--- src/rtl/strobe_pkg.sv ---
// Shared types and defaults for the symbol strobe phase controller.
package strobe_pkg;

    localparam int PERIOD_DEF = 20;
    localparam int PTR_W      = $clog2(PERIOD_DEF);

    // Direction of a pending phase correction requested by the vote integrator.
    typedef enum logic [1:0] {
        ADJ_NONE = 2'd0,
        ADJ_ADV  = 2'd1,
        ADJ_RET  = 2'd2
    } adj_dir_t;

    // Lock indicator states.
    typedef enum logic {
        ACQ    = 1'b0,
        LOCKED = 1'b1
    } lock_st_t;

endpackage

--- src/rtl/phase_vote_acc.sv ---
// Saturating signed integrator of early/late votes from the timing error
// detector; reports which way the phase should move once the net vote
// reaches the threshold.
module phase_vote_acc
    import strobe_pkg::*;
#(
    parameter int VOTE_TH = 4
) (
    input  logic     clk,
    input  logic     rst,
    input  logic     vld,
    input  logic     early,
    input  logic     late,
    input  logic     clr,
    output adj_dir_t dir
);

    localparam int AW = $clog2(VOTE_TH + 1) + 1;
    localparam logic signed [AW-1:0] TH_POS = AW'(VOTE_TH);
    localparam logic signed [AW-1:0] TH_NEG = AW'(-VOTE_TH);

    logic signed [AW-1:0] acc_r;
    logic signed [AW-1:0] acc_nxt_s;

    // Next accumulator value: clear wins, otherwise a single-sided vote moves it one step.
    always_comb begin
        acc_nxt_s = acc_r;
        if (clr) begin
            acc_nxt_s = AW'(0);
        end else if (vld && early && !late && (acc_r != TH_POS)) begin
            acc_nxt_s = acc_r + AW'(1);
        end else if (vld && late && !early && (acc_r != TH_NEG)) begin
            acc_nxt_s = acc_r - AW'(1);
        end else begin
            acc_nxt_s = acc_r;
        end
    end

    // Accumulator register with synchronous active-low reset.
    always_ff @(posedge clk) begin
        if (!rst) begin
            acc_r <= AW'(0);
        end else begin
            acc_r <= acc_nxt_s;
        end
    end

    // Saturated positive means early strobes (retard); saturated negative means advance.
    always_comb begin
        dir = ADJ_NONE;
        if (acc_r == TH_POS) begin
            dir = ADJ_RET;
        end else if (acc_r == TH_NEG) begin
            dir = ADJ_ADV;
        end else begin
            dir = ADJ_NONE;
        end
    end

endmodule

--- src/rtl/strobe_phase_ctrl.sv ---
// Closed-loop symbol strobe phase controller: symbol counter, phase pointer
// with safe-point +/-1 adjustment, software force-load and lock indication.
module strobe_phase_ctrl
    import strobe_pkg::*;
#(
    parameter int PERIOD   = PERIOD_DEF,
    parameter int PTR_INIT = 0,
    parameter int VOTE_TH  = 4,
    parameter int LOCK_CNT = 16
) (
    input  logic                      clk,
    input  logic                      rst,
    input  logic                      en_i,
    input  logic                      ted_vld_i,
    input  logic                      early_i,
    input  logic                      late_i,
    input  logic                      ptr_ld_i,
    input  logic [$clog2(PERIOD)-1:0] ptr_val_i,
    output logic                      stb_o,
    output logic [$clog2(PERIOD)-1:0] ptr_o,
    output logic                      adj_o,
    output logic                      slip_o,
    output logic                      lock_o
);

    localparam int PW = $clog2(PERIOD);
    localparam int LW = $clog2(LOCK_CNT + 1);
    localparam logic [PW-1:0] LAST  = PW'(PERIOD - 1);
    localparam logic [LW-1:0] LFULL = LW'(LOCK_CNT);

    logic [PW-1:0] cnt_r, ptr_r;
    logic          skip_r, stb_r, adj_r, slip_r, lock_r;
    lock_st_t      state_r;
    logic [LW-1:0] lcnt_r;

    logic [PW-1:0] cnt_nxt_s, ptr_nxt_s;
    logic          skip_nxt_s, slip_nxt_s, lock_nxt_s;
    logic          match_s, fire_s, adj_s, clr_s;
    lock_st_t      state_nxt_s;
    logic [LW-1:0] lcnt_nxt_s;
    adj_dir_t      dir_s;

    phase_vote_acc #(
        .VOTE_TH (VOTE_TH)
    ) u_vote (
        .clk   (clk),
        .rst   (rst),
        .vld   (ted_vld_i),
        .early (early_i),
        .late  (late_i),
        .clr   (clr_s),
        .dir   (dir_s)
    );

    // Match qualification: a strobe fires on an unsuppressed match not pre-empted by a load.
    always_comb begin
        match_s = en_i && (cnt_r == ptr_r);
        fire_s  = match_s && !skip_r && !ptr_ld_i;
        adj_s   = fire_s && (dir_s != ADJ_NONE);
        clr_s   = adj_s || ptr_ld_i;
    end

    // Counter, pointer and skip next-state.
    always_comb begin
        cnt_nxt_s  = cnt_r;
        ptr_nxt_s  = ptr_r;
        skip_nxt_s = skip_r;
        slip_nxt_s = 1'b0;
        if (en_i) begin
            cnt_nxt_s = (cnt_r == LAST) ? PW'(0) : cnt_r + PW'(1);
        end else begin
            cnt_nxt_s = cnt_r;
        end
        if (ptr_ld_i) begin
            ptr_nxt_s  = (ptr_val_i > LAST) ? LAST : ptr_val_i;
            skip_nxt_s = 1'b0;
        end else if (match_s && skip_r) begin
            skip_nxt_s = 1'b0;
        end else if (adj_s) begin
            case (dir_s)
                ADJ_RET: begin
                    // The moved pointer equals the very next count value, so that
                    // immediate match must be swallowed to avoid a double strobe.
                    ptr_nxt_s  = (ptr_r == LAST) ? PW'(0) : ptr_r + PW'(1);
                    skip_nxt_s = 1'b1;
                    slip_nxt_s = (ptr_r == LAST);
                end
                ADJ_ADV: begin
                    ptr_nxt_s  = (ptr_r == PW'(0)) ? LAST : ptr_r - PW'(1);
                    slip_nxt_s = (ptr_r == PW'(0));
                end
                default: begin
                    ptr_nxt_s = ptr_r;
                end
            endcase
        end else begin
            ptr_nxt_s = ptr_r;
        end
    end

    // Lock FSM next-state: clean strobes build confidence, any correction or load restarts it.
    always_comb begin
        state_nxt_s = state_r;
        lcnt_nxt_s  = lcnt_r;
        if (ptr_ld_i || adj_s) begin
            lcnt_nxt_s = LW'(0);
        end else if (fire_s && (lcnt_r != LFULL)) begin
            lcnt_nxt_s = lcnt_r + LW'(1);
        end else begin
            lcnt_nxt_s = lcnt_r;
        end
        case (state_r)
            ACQ: begin
                if (!ptr_ld_i && !adj_s && (lcnt_nxt_s == LFULL)) begin
                    state_nxt_s = LOCKED;
                end else begin
                    state_nxt_s = ACQ;
                end
            end
            LOCKED: begin
                if (ptr_ld_i || adj_s) begin
                    state_nxt_s = ACQ;
                end else begin
                    state_nxt_s = LOCKED;
                end
            end
            default: begin
                state_nxt_s = ACQ;
            end
        endcase
        lock_nxt_s = (state_nxt_s == LOCKED);
    end

    // State and registered outputs with synchronous active-low reset.
    always_ff @(posedge clk) begin
        if (!rst) begin
            cnt_r   <= PW'(0);
            ptr_r   <= PW'(PTR_INIT);
            skip_r  <= 1'b0;
            stb_r   <= 1'b0;
            adj_r   <= 1'b0;
            slip_r  <= 1'b0;
            lock_r  <= 1'b0;
            state_r <= ACQ;
            lcnt_r  <= LW'(0);
        end else begin
            cnt_r   <= cnt_nxt_s;
            ptr_r   <= ptr_nxt_s;
            skip_r  <= skip_nxt_s;
            stb_r   <= fire_s;
            adj_r   <= adj_s;
            slip_r  <= slip_nxt_s;
            lock_r  <= lock_nxt_s;
            state_r <= state_nxt_s;
            lcnt_r  <= lcnt_nxt_s;
        end
    end

    assign stb_o  = stb_r;
    assign ptr_o  = ptr_r;
    assign adj_o  = adj_r;
    assign slip_o = slip_r;
    assign lock_o = lock_r;

endmodule

--- config.mk ---
export PLATFORM = sky130hd
export DESIGN_NAME = strobe_phase_ctrl
export DESIGN_NICKNAME = d
export VERILOG_FILES = /design/src/rtl/strobe_pkg.sv /design/src/rtl/phase_vote_acc.sv /design/src/rtl/strobe_phase_ctrl.sv
export SDC_FILE = /design/constraint.sdc
export NUM_CORES = 1
export LEC_CHECK = 0
export ABC_AREA = 1
export CAP_MARGIN = 40
export CORE_MARGIN = 1.5
export CORE_UTILIZATION = 31
export CTS_CLUSTER_SIZE = 30
export DETAILED_ROUTE_END_ITERATION = 6
export SYNTH_ARGS = -nofsm -noshare
export SYNTH_HDL_FRONTEND = slang
export SYNTH_SLANG_ARGS = --single-unit
export TNS_END_PERCENT = 10
--- constraint.sdc ---
create_clock -name clk -period 2.4 [get_ports clk]
set_input_delay 0.36 -clock clk [delete_from_list [all_inputs] [get_ports clk]]
set_output_delay 0.36 -clock clk [all_outputs]
set_load 0.1 [all_outputs]
==> results of run 1 <==
==> placed cells by master (no fill, tap or decap), types with 2 or more instances in the layout <==
master,n
sky130_fd_sc_hd__inv_1,22
sky130_fd_sc_hd__clkdlybuf4s50_1,11
sky130_fd_sc_hd__a31oi_1,2
sky130_fd_sc_hd__clkbuf_8,4
sky130_fd_sc_hd__nand2_2,5
sky130_fd_sc_hd__a21oi_1,7
sky130_fd_sc_hd__o22ai_1,3
sky130_fd_sc_hd__nor3_1,5
sky130_fd_sc_hd__nor2_4,2
sky130_fd_sc_hd__dfxtp_1,24
sky130_fd_sc_hd__buf_4,11
sky130_fd_sc_hd__xnor2_1,4
sky130_fd_sc_hd__nand2_1,39
sky130_fd_sc_hd__nand4_1,9
sky130_fd_sc_hd__nand3_1,17
sky130_fd_sc_hd__nor2_1,23
sky130_fd_sc_hd__nand3_2,2
sky130_fd_sc_hd__o211ai_1,2
sky130_fd_sc_hd__ha_1,7
sky130_fd_sc_hd__o21ai_0,10
sky130_fd_sc_hd__xor2_1,8
sky130_fd_sc_hd__inv_2,11
==> worst max-delay path: cells and delay by family, from the launching register on <==
kind                       cells  cell delay [ps]
and+or+nand+nor                6              680
DFF                            1              440
AOI/OAI and AO/OA              3              430
adders and majority gates      1              340
xor gates and xnor gates       1              160
buffers and inverters          1               60
==> per-layer routing <==
layer / up-vias / wire length, um
li1: 775 / -
met1: 659 / 1710
met2: 16 / 1610
met3: 2 / 78
met4: 0 / 20
met5: - / 0
==> cell type report <==
class / instances / area, um^2 / area share, %
well taps: 67 / 83.8 / 4.46
inverters: 33 / 124 / 6.59
multi-input cells: 159 / 945 / 50.2
repair buffers: 22 / 193 / 10.2
clock buffers: 4 / 55.1 / 2.93
flip-flops and latches: 24 / 480 / 25.5
==> worst max-delay path by stage <==
| stage | start | endpoint | slack (ps) |
|---|---|---|---|
| finish | u_vote.acc_r[0] | u_vote.acc_r[3] | 190 |
| global route | u_vote.acc_r[0] | u_vote.acc_r[3] | 0.7 |
| CTS | u_vote.acc_r[0] | u_vote.acc_r[3] | 200 |
| detailed placement | ted_vld_i | u_vote.acc_r[3] | 190 |
| global placement | ted_vld_i | u_vote.acc_r[3] | 220 |
| floorplan | ptr_o[2] | state_r | 160 |
==> power by group through the flow <==
stage | combinational [mW] | sequential [mW] | clock [mW]
after floorplan | 0.135 | 0.484 | 0
after global placement | 0.239 | 0.440 | 0
after detailed placement | 0.240 | 0.441 | 0
after CTS | 0.241 | 0.431 | 0.291
after global routing | 0.264 | 0.433 | 0.304
final | 0.239 | 0.431 | 0.278
==> registers in the layout, indices dropped and copies added (netlist names) <==
signal / flops
adj_o: 1
cnt_r: 5
lcnt_r: 5
ptr_o: 5
skip_r: 1
slip_o: 1
state_r: 1
stb_o: 1
u_vote.acc_r: 4
==> logic make-up after synthesis <==
| logic type | after synthesis | share of synthesized area [%] |
|---|---|---|
| buffers and inverters | 36 | 9.10 |
| flip-flops | 24 | 30.6 |
| AO/OA/AOI/OAI | 32 | 12.8 |
| XOR/XNOR | 12 | 6.70 |
| AND/OR/NAND/NOR | 107 | 33.8 |
| adder cells (fa/ha/maj) | 8 | 6.86 |
==> qor.yml, run 1 <==
global_routing:
  global_route_wire_length_before_repair_mm: 6.13
  grt.total_usage_pct: 14.0
  congestion_overflow_gr: 0
  number_of_global_route_vias_before_repair: 1444
  grt_start_max_net_pins: 14
  grt_busiest_layer: "met2"
  grt.met3_usage_pct: 2.85
  grt.met2_usage_pct: 25.6
  grt_antenna_before_repair: 0
  met1_usage_pct: 17.1
worst_hold_path:
  hold_path.class: "register to register"
  hold_depth: 2
  whs_endpoint: "skip_r"
  min-delay-start: "skip_r"
synth:
  synth-edff-count: 0
  yosysSeqAreaShare_pct: 30.6
  synthesis.area_um2: 1570
  mappedNetlistNets: 239
  synth_unique_cells: 35
  post_synth_main_area_contributors: "sky130_fd_sc_hd__dfxtp_1 31%, sky130_fd_sc_hd__nand2_1 9.3%, sky130_fd_sc_hd__ha_1 5.6%, sky130_fd_sc_hd__nor2_1 5.5%, sky130_fd_sc_hd__nand3_1 5.4%"
  synth_area_leader_cell: "sky130_fd_sc_hd__dfxtp_1"
  async_reset_ff_share_pct: 0
  ys_ff_latch: 24
  synth.most_common_cell: "sky130_fd_sc_hd__nand2_1"
  synthesis.yosys.warnings: 0
  synthCells: 219
  synth_top_cells_by_count: "39 x sky130_fd_sc_hd__nand2_1, 24 x sky130_fd_sc_hd__dfxtp_1, 23 x sky130_fd_sc_hd__nor2_1, 22 x sky130_fd_sc_hd__inv_1, 17 x sky130_fd_sc_hd__nand3_1"
  netlist.area_leader.share_pct: 30.6
  ys_dominant_reg_cell: "sky130_fd_sc_hd__dfxtp_1"
  synth.avg_cell_area_um2: 7.16
clock_network:
  clock_tree.buffer_depth: 2
  clkSlewWorstSetupHoldPaths_ps: 80
  post-cts-setup-buffer-count: 0
  cts_resized: 0
  hold_buffers: 0
  clkLatencyLatePin_ps: 270
  cts_made_buffers: 3
  htreeDepth: 1
  numClockSinks: 24
  cts_tree: "done"
  clock_tree.root_cell: "sky130_fd_sc_hd__clkbuf_8"
worst_setup_path:
  critPathMaxFanout: 4
  worst-r2r-cell-count: 12
  arrival_worst_endpoint_ps: 2370
  regToRegStartpoint: "u_vote.acc_r[0]"
  setup_slack_on_the_worst_flop_to_flop_path_ps: 190
  crit_path_start_kind: "register"
  end_kind: "register"
  worst-endpoint-required_ps: 2560
  crit_path_cell_trace: "nor2_1 > nand2_1 > inv_2 > nand2_1 > nand4_1 > ha_1 > a21o_1 > a21oi_1 > nand4_1 > o21ai_0 > xor2_1 > nor2_1"
  crit_slowest_cell: "sky130_fd_sc_hd__dfxtp_1"
  crit_type: "register to register"
  critical-path-max-stage-delay_ps: 440
  critical_path.reg2reg.endpoint: "u_vote.acc_r[3]"
sta:
  setup_violation_total_in_the_final_timing_report: 0
  layout_min_cycle_time_ps: 2210
  slew-limit-headroom_pct: 69.8
  layout_worst_path_cycle_share_pct: 92.2
  finClkSkew_ps: 3.48
  setup_tns_after_final_layout_ps: 0
  postLayoutSetupSlackWorst_ps: 188
  finalMaxSlewViolations: 0
  finalHoldViolations: 0
  final.hold.worst_slack_ps: 498
  setup_repair_after_global_routing_missed_its_margin: "no"
  max_slew.worst_pin.slew_ps: 451
  peak_freq_mhz: 452
detailed_routing:
  post-route-drc-count: 0
  initialDrtViolationCount: 57
  postRouteWirelength_mm: 3.42
  vias: 1452
  drt_pre_antenna_iters: 4
  postRouteAntennaNets: 0
  wire_per_inst_um: 11.1
  route.detailed.vias_per_inst: 4.70
placement:
  preCtsSetupSlack_ps: 186
  buffer_ports.inserted: 20
  dp_hpwl_mm: 2.66
  gp_congestion: 0.752
  place.detailed.instances: 305
  postPlaceCellArea_um2: 1830
power_and_ir_drop:
  internal_power_mw: 0.640
  power.density_cell_area_nw_per_um2: 505
  total_power_of_the_final_layout_mw: 0.949
  switching_share_pct: 32.5
  comb_power_share_pct: 25.2
  power.static_leakage_nw: 0.805
  power.share.clock_pct: 29.3
  irDropWorstVdd_mv: 0.368
  share_seq_of_total_power_pct: 45.4
  netSwitchingPower_mw: 0.309
die:
  design.core.area_um2: 4790
  fp-row-count: 25
  die_h_um: 74.1
  initial_core_util_pct: 32.8
  fp.dieArea_um2: 5490
  top_level_ports: 21
  fp.dieW_um: 74.1
final_layout:
  final_cells: 309
  fraction_of_final_layout_cells_with_drive_strength_greater_than_1_pct: 16.9
  layout.filler_cells: 508
  antenna_cells_inserted: 0
  area.growth.synth_to_final_pct: 20.0
  stdcell_area_um2: 1880
  post-route-util_pct: 39.3
  final_nets: 263
status:
  status: "complete, no violations"
flow_run:
  cap_violations: 0
Note: power is estimated with default switching activity, not from simulation.
==> run 2, diff against run 1 <==
--- a/config.mk
+++ b/config.mk
@@ -6,6 +6,7 @@
 export NUM_CORES = 1
 export LEC_CHECK = 0
 export ABC_AREA = 1
+export ABC_CLOCK_PERIOD_IN_PS = 2400
 export CAP_MARGIN = 40
 export CORE_MARGIN = 1.5
 export CORE_UTILIZATION = 31
==> results of run 2 <==
No change in the layout: final DEF, timing and power equal those of run 1.
